### config.mk
export PLATFORM = sky130hd
export DESIGN_NAME = sensor_sample_ctrl_flat
export DESIGN_NICKNAME = d
export VERILOG_FILES = /design/src/rtl/sensor_sample_ctrl_if.sv /design/src/rtl/sensor_sample_ctrl.sv /design/src/flat_wrapper.sv
export SDC_FILE = /design/constraint.sdc
export NUM_CORES = 2
export LEC_CHECK = 0
export CORE_MARGIN = 4
export CORE_UTILIZATION = 60
export DETAILED_ROUTE_END_ITERATION = 8
export PLACE_DENSITY = 0.84
export SYNTH_ARGS = -nofsm -noshare
export SYNTH_HDL_FRONTEND = slang
export SYNTH_SLANG_ARGS = --single-unit
### constraint.sdc
create_clock -name clk -period 4.2 [get_ports clk]
set_input_delay 1.26 -clock clk [delete_from_list [all_inputs] [get_ports clk]]
set_output_delay 1.26 -clock clk [all_outputs]
set_load 0.02 [all_outputs]
### src/rtl/sensor_sample_ctrl_if.sv
// ---------------------------------------------------------------------------
// sensor_sample_ctrl_if
// Groups the wrapper-side control/read bus and the sensor handshake for
// sensor_sample_ctrl.
//   master : wrapper + sensor side (drives enable/clear/addr, sensor data)
//   slave  : sensor_sample_ctrl (drives read data, interrupt, sensor_en)
// Signals:
//   sctrl_en        sampling enable (level)
//   sctrl_clear     clear request
//   sctrl_addr      buffer read index
//   sctrl_data_out  registered buffer word at sctrl_addr
//   sctrl_interrupt buffer full, level until cleared
//   sensor_en       request next sample from sensor
//   sensor_ready    sensor_out valid this cycle
//   sensor_out      sample value
// ---------------------------------------------------------------------------
interface sensor_sample_ctrl_if #(
    parameter int ADDR_SIZE = 6,
    parameter int DATA_SIZE = 32
);
    logic                 sctrl_en;
    logic                 sctrl_clear;
    logic [ADDR_SIZE-1:0] sctrl_addr;
    logic [DATA_SIZE-1:0] sctrl_data_out;
    logic                 sctrl_interrupt;
    logic                 sensor_en;
    logic                 sensor_ready;
    logic [DATA_SIZE-1:0] sensor_out;

    modport master (
        output sctrl_en, sctrl_clear, sctrl_addr, sensor_ready, sensor_out,
        input  sctrl_data_out, sctrl_interrupt, sensor_en
    );

    modport slave (
        input  sctrl_en, sctrl_clear, sctrl_addr, sensor_ready, sensor_out,
        output sctrl_data_out, sctrl_interrupt, sensor_en
    );
endinterface

### src/rtl/sensor_sample_ctrl.sv
// ---------------------------------------------------------------------------
// sensor_sample_ctrl
// Sequences the external sensor and buffers its samples in a 2**ADDR_SIZE
// word local store; raises an interrupt once the store is full.
// Ports:
//   clk    system clock, rising edge
//   rst_n  asynchronous active-low reset
//   bus    sensor_sample_ctrl_if.slave (control, read-back, sensor handshake)
//
// state   | meaning
// --------+------------------------------------------------------------
// IDLE    | not sampling; waits for enable with no clear pending
// SAMPLE  | sensor_en high; each sensor_ready stores one word at wr_cnt
// FULL    | all words captured; interrupt high; waits for clear
// ---------------------------------------------------------------------------
module sensor_sample_ctrl #(
    parameter int ADDR_SIZE = 6,
    parameter int DATA_SIZE = 32
) (
    input  logic                 clk,
    input  logic                 rst_n,
    sensor_sample_ctrl_if.slave  bus
);
    localparam int DEPTH = 1 << ADDR_SIZE;

    localparam logic [2:0] ST_IDLE   = 3'b001;
    localparam logic [2:0] ST_SAMPLE = 3'b010;
    localparam logic [2:0] ST_FULL   = 3'b100;

    logic [2:0]           state;
    logic [2:0]           state_nxt;
    logic [ADDR_SIZE-1:0] wr_cnt;
    logic [DATA_SIZE-1:0] mem [DEPTH];
    logic                 capture;

    // clear wins over a same-cycle sample, so the dropped word never lands
    assign capture = (state == ST_SAMPLE) && bus.sensor_ready && !bus.sctrl_clear;

    always_comb begin
        state_nxt = state;
        if (bus.sctrl_clear) begin
            state_nxt = ST_IDLE;
        end else begin
            case (state)
                ST_IDLE:   if (bus.sctrl_en) state_nxt = ST_SAMPLE;
                ST_SAMPLE: begin
                    // the last slot filling outranks a same-cycle disable
                    if (capture && (&wr_cnt)) state_nxt = ST_FULL;
                    else if (!bus.sctrl_en)   state_nxt = ST_IDLE;
                end
                ST_FULL:   state_nxt = ST_FULL;
                default:   state_nxt = ST_IDLE;
            endcase
        end
    end

    // outputs registered from next state so they line up with the state register
    always_ff @(posedge clk or negedge rst_n) begin
        if (!rst_n) begin
            state               <= ST_IDLE;
            bus.sensor_en       <= 1'b0;
            bus.sctrl_interrupt <= 1'b0;
            wr_cnt              <= '0;
        end else begin
            state               <= state_nxt;
            bus.sensor_en       <= (state_nxt == ST_SAMPLE);
            bus.sctrl_interrupt <= (state_nxt == ST_FULL);
            if (bus.sctrl_clear) begin
                wr_cnt <= '0;
            end else if (capture) begin
                // wraps to 0 on the last slot; FULL state carries "full", not the count
                wr_cnt <= wr_cnt + ADDR_SIZE'(1);
            end
        end
    end

    // read sees the pre-write word on a same-cycle write/read of one index
    always_ff @(posedge clk or negedge rst_n) begin
        if (!rst_n) begin
            for (int i = 0; i < DEPTH; i++) mem[i] <= '0;
            bus.sctrl_data_out <= '0;
        end else begin
            if (capture) mem[wr_cnt] <= bus.sensor_out;
            bus.sctrl_data_out <= mem[bus.sctrl_addr];
        end
    end
endmodule

### src/flat_wrapper.sv
// flat-port wrapper written by rule: the top's interface ports become plain ports
module sensor_sample_ctrl_flat 
#(
    parameter int ADDR_SIZE = 6,
    parameter int DATA_SIZE = 32
)
  (clk, rst_n, bus_sctrl_en, bus_sctrl_clear, bus_sctrl_addr, bus_sensor_ready, bus_sensor_out, bus_sctrl_data_out, bus_sctrl_interrupt, bus_sensor_en);
  sensor_sample_ctrl_if #(.ADDR_SIZE(ADDR_SIZE), .DATA_SIZE(DATA_SIZE)) bus_i ();
  input  logic clk;
  input  logic rst_n;
  input wire logic [$bits(bus_i.sctrl_en)-1:0] bus_sctrl_en;
  input wire logic [$bits(bus_i.sctrl_clear)-1:0] bus_sctrl_clear;
  input wire logic [$bits(bus_i.sctrl_addr)-1:0] bus_sctrl_addr;
  input wire logic [$bits(bus_i.sensor_ready)-1:0] bus_sensor_ready;
  input wire logic [$bits(bus_i.sensor_out)-1:0] bus_sensor_out;
  output wire logic [$bits(bus_i.sctrl_data_out)-1:0] bus_sctrl_data_out;
  output wire logic [$bits(bus_i.sctrl_interrupt)-1:0] bus_sctrl_interrupt;
  output wire logic [$bits(bus_i.sensor_en)-1:0] bus_sensor_en;
  assign bus_i.sctrl_en = bus_sctrl_en;
  assign bus_i.sctrl_clear = bus_sctrl_clear;
  assign bus_i.sctrl_addr = bus_sctrl_addr;
  assign bus_i.sensor_ready = bus_sensor_ready;
  assign bus_i.sensor_out = bus_sensor_out;
  assign bus_sctrl_data_out = bus_i.sctrl_data_out;
  assign bus_sctrl_interrupt = bus_i.sctrl_interrupt;
  assign bus_sensor_en = bus_i.sensor_en;
  sensor_sample_ctrl #(.ADDR_SIZE(ADDR_SIZE), .DATA_SIZE(DATA_SIZE)) u_core (.clk(clk), .rst_n(rst_n), .bus(bus_i));
endmodule
==> flow_metrics.tcl <==
set metrics [dict create \
    status "complete, no violations" \
    worstPathMaxFanout 10 \
    timing.hold.ws_ns 0.345 \
    fp-row-count 144 \
    grt_pass1_wl_um 388000 \
    cts-resized-gates 0 \
    drive_gt1_share_pct 54.6 \
    dp_hpwl_um 150000 \
    synth_edf_count 0 \
    pwr-share-clk_pct 45.9 \
    critPathArrivalTime_ns 3.92 \
    dieWidth_um 403 \
    drc_errors 0 \
    cts_tree "done" \
    syn_inst 5944 \
    end_kind "register" \
    power.internal_mw 32.0 \
    power_density_mw_per_mm2 396 \
    drtIter0Drc 5646 \
    comb_power_share_pct 5.4 \
    layout.nets 5973 \
    grt-ovfl-total 0 \
    fin_crit_ns 3.22 \
    start_util_pct 60.5 \
    p_leak_nw 51.5 \
    pre_cts_slack_ns 0.220 \
    cp-start-kind "input port" \
    hp-class "input port to asynchronous set/reset pin" \
    grt_pass1_vias 59800 \
    worstPathRequired_ns 4.89 \
    crit_type "input port to register" \
    async_reset_ff_share_pct 100 \
    post-route-util_pct 68.1 \
    worstMarginPinSlew_ns 1.34 \
    fmax_ghz 0.310 \
    worst_clock_skew_ns 0.0268 \
    peakVddDrop_mv 0.451 \
    routed_wl_um 258000 \
    via_per_inst 6.87 \
    wl_per_cell_um 31.6 \
    die_h_um 403 \
    p_seq_share_pct 48.6 \
    clock_latency_ns 0.85 \
    power_switching_mw 9.64 \
    ant_nets 0 \
    netlist_area_mm2 0.0936 \
    syn_area_per_cell_um2 15.7 \
    syn_nets 5988 \
    clock_sinks 2091 \
    yosys_register_bits 2091 \
    p_sw_share_pct 23.1 \
    h-tree-depth 4 \
    core_region_area_mm2 0.155 \
    crit_slowest_cell "nor2b_2" \
    post_cts_buffers 0 \
    postCtsHoldBufs 0 \
    grt_usage_pct 32.0 \
    cts_max_path_buffers 3 \
    synth_warnings 0 \
    path_clk_slew_ns 0.07 \
    tns_ns 0 \
    layout_common_cells "2,090 x dfrtp_1, 2,050 x mux2_2, 508 x mux4_2, 216 x buf_4, 207 x clkbuf_16" \
    finalHoldViolCount 0 \
    clockRootBuffer "clkbuf_16" \
    fillers 9889 \
    vias 56000 \
    cts_made_buffers 202 \
    ys_seq_area_share_pct 55.9 \
    path_common_cell "buf_4" \
    ys.flop_type "dfrtp_1" \
    routabilityCongestion 0.828 \
    rsz0062_at_grt "false" \
    setup_ws_ns 0.977 \
    grt_start_max_net_pins 163 \
    ios 77 \
    fp.dieArea_mm2 0.162 \
    drt-pass1-iter-count 7 \
    port_buffers 76 \
    maxSlewHeadroom_pct 10.5 \
    max_stage_delay_ns 0.61 \
    report.power.total_mw 41.7 \
    layout_commonest_cell "dfrtp_1" \
    antenna_found_initial 16 \
    setup_violations 0 \
    syn2layout_area_growth_pct 12.4 \
    finalMaxSlewViolations 0 \
    period_share_pct 76.7 \
    max_cap_violations 0 \
    path_cells "clkdlybuf4s50_1 -> buf_4 -> buf_4 -> nor2b_2 -> nand4_1 -> and3_1" \
    yosysUniqueCellTypes 49 \
]
[state kept, by name (all words and copies together) (netlist names)]
signal	cells
u_core.wr_cnt	6
u_core.mem	2048
u_core.bus.sctrl_data_out	32
u_core.bus.sensor_en	1
u_core.bus.sctrl_interrupt	1
u_core.state	3
[power groups by stage]
stage / sequential (mW) / combinational, mW / clock (mW)
after detailed placement: 20.6 / 2.26 / 0
after global routing: 20.3 / 2.42 / 20.1
after global placement: 20.6 / 2.22 / 0
after floorplan: 20.7 / 0.924 / 0
after CTS: 20.3 / 2.27 / 19.3
final: 20.3 / 2.27 / 19.1
[kinds of logic after synthesis]
kind of cell	synth area share (%)
buf+inv	2.80
compound gates	1.71
xor+xnor	0.0468
mux	37.2
simple gates	2.29
flops	55.9
fa+ha+maj	0.0134
[routing by layer]
layer  global-route usage, %  up-vias  wire, um
met5                   0.178        -        54
met4                    13.3        8     11600
met2                    50.0     2680    121000
met3                    7.49      649     22300
li1                        -    22100         -
met1                    44.0    30600    102000
[final timing paths]
kind | depth (start not counted) | startpoint | end | slack [ns]
setup / recovery | 6 | bus_sctrl_addr[5] | u_core.bus.sctrl_data_out[13] | 0.98
hold / removal | 1 | rst_n | u_core.mem[580] | 0.34
setup reg to reg | 8 | u_core.state[2] | u_core.mem[1748] | 1.34
hold reg to reg | 1 | u_core.mem[981] | u_core.mem[981] | 0.49
max in group asynchronous | 2 | rst_n | u_core.mem[1875] | 2.52
min in group clk | 1 | u_core.mem[981] | u_core.mem[981] | 0.49
[synth_stat cells (2+ instances only)]
library cell / count / area [um2]
a211oi_1: 14 / 105
a21oi_1: 11 / 55.1
a221o_1: 6 / 60.1
a22oi_1: 57 / 428
a31oi_1: 3 / 18.8
and2_1: 2 / 12.5
and3_1: 36 / 225
and3b_1: 2 / 17.5
buf_1: 168 / 631
buf_2: 117 / 586
buf_6: 21 / 236
clkbuf_1: 308 / 1160
dfrtp_1: 2090 / 52300
inv_1: 2 / 7.51
mux2_1: 7 / 78.8
mux2_2: 2050 / 23100
mux2i_1: 23 / 230
mux4_2: 508 / 11400
nand2_1: 157 / 589
nand2b_1: 9 / 56.3
nand3_1: 62 / 310
nand3b_1: 4 / 30.0
nand4_1: 64 / 400
nor2_1: 39 / 146
nor2_4: 3 / 33.8
nor2b_1: 25 / 156
nor3_1: 4 / 20.0
nor3b_2: 3 / 37.5
nor4b_1: 2 / 17.5
o2111ai_1: 2 / 17.5
o21ai_0: 8 / 40.0
o221ai_1: 52 / 455
o22ai_1: 59 / 369
or2_2: 7 / 43.8
or3_1: 2 / 12.5
xor2_1: 4 / 35.0
[area by class of cell]
cell class / instances / area (um2) / share of cell area (%)
Multi-Input combinational cell: 3236 / 38900 / 37.0
Antenna cell: 7 / 17.5 / 0.0166
Clock inverter: 69 / 941 / 0.894
Sequential cell: 2091 / 52300 / 49.7
Inverter: 2 / 7.51 / 0.00713
Timing Repair Buffer: 396 / 4340 / 4.13
Tap cell: 2044 / 2560 / 2.43
Clock buffer: 307 / 6110 / 5.80
[metrics by stage]
step	cell area, um2	instances
2_1_floorplan	93600	5944
3_3_place_gp	98200	7769
3_5_place_dp	98200	7769
4_1_cts	105000	8145
5_1_grt	105000	8147
6_report	105000	8152
[critical path, delay by kind of cell]
family	cells	cell delay [ns]
AND/OR/NAND/NOR	3	1.69
buffers and inverters	3	0.95
Note: power is estimated with default switching activity, not from simulation.
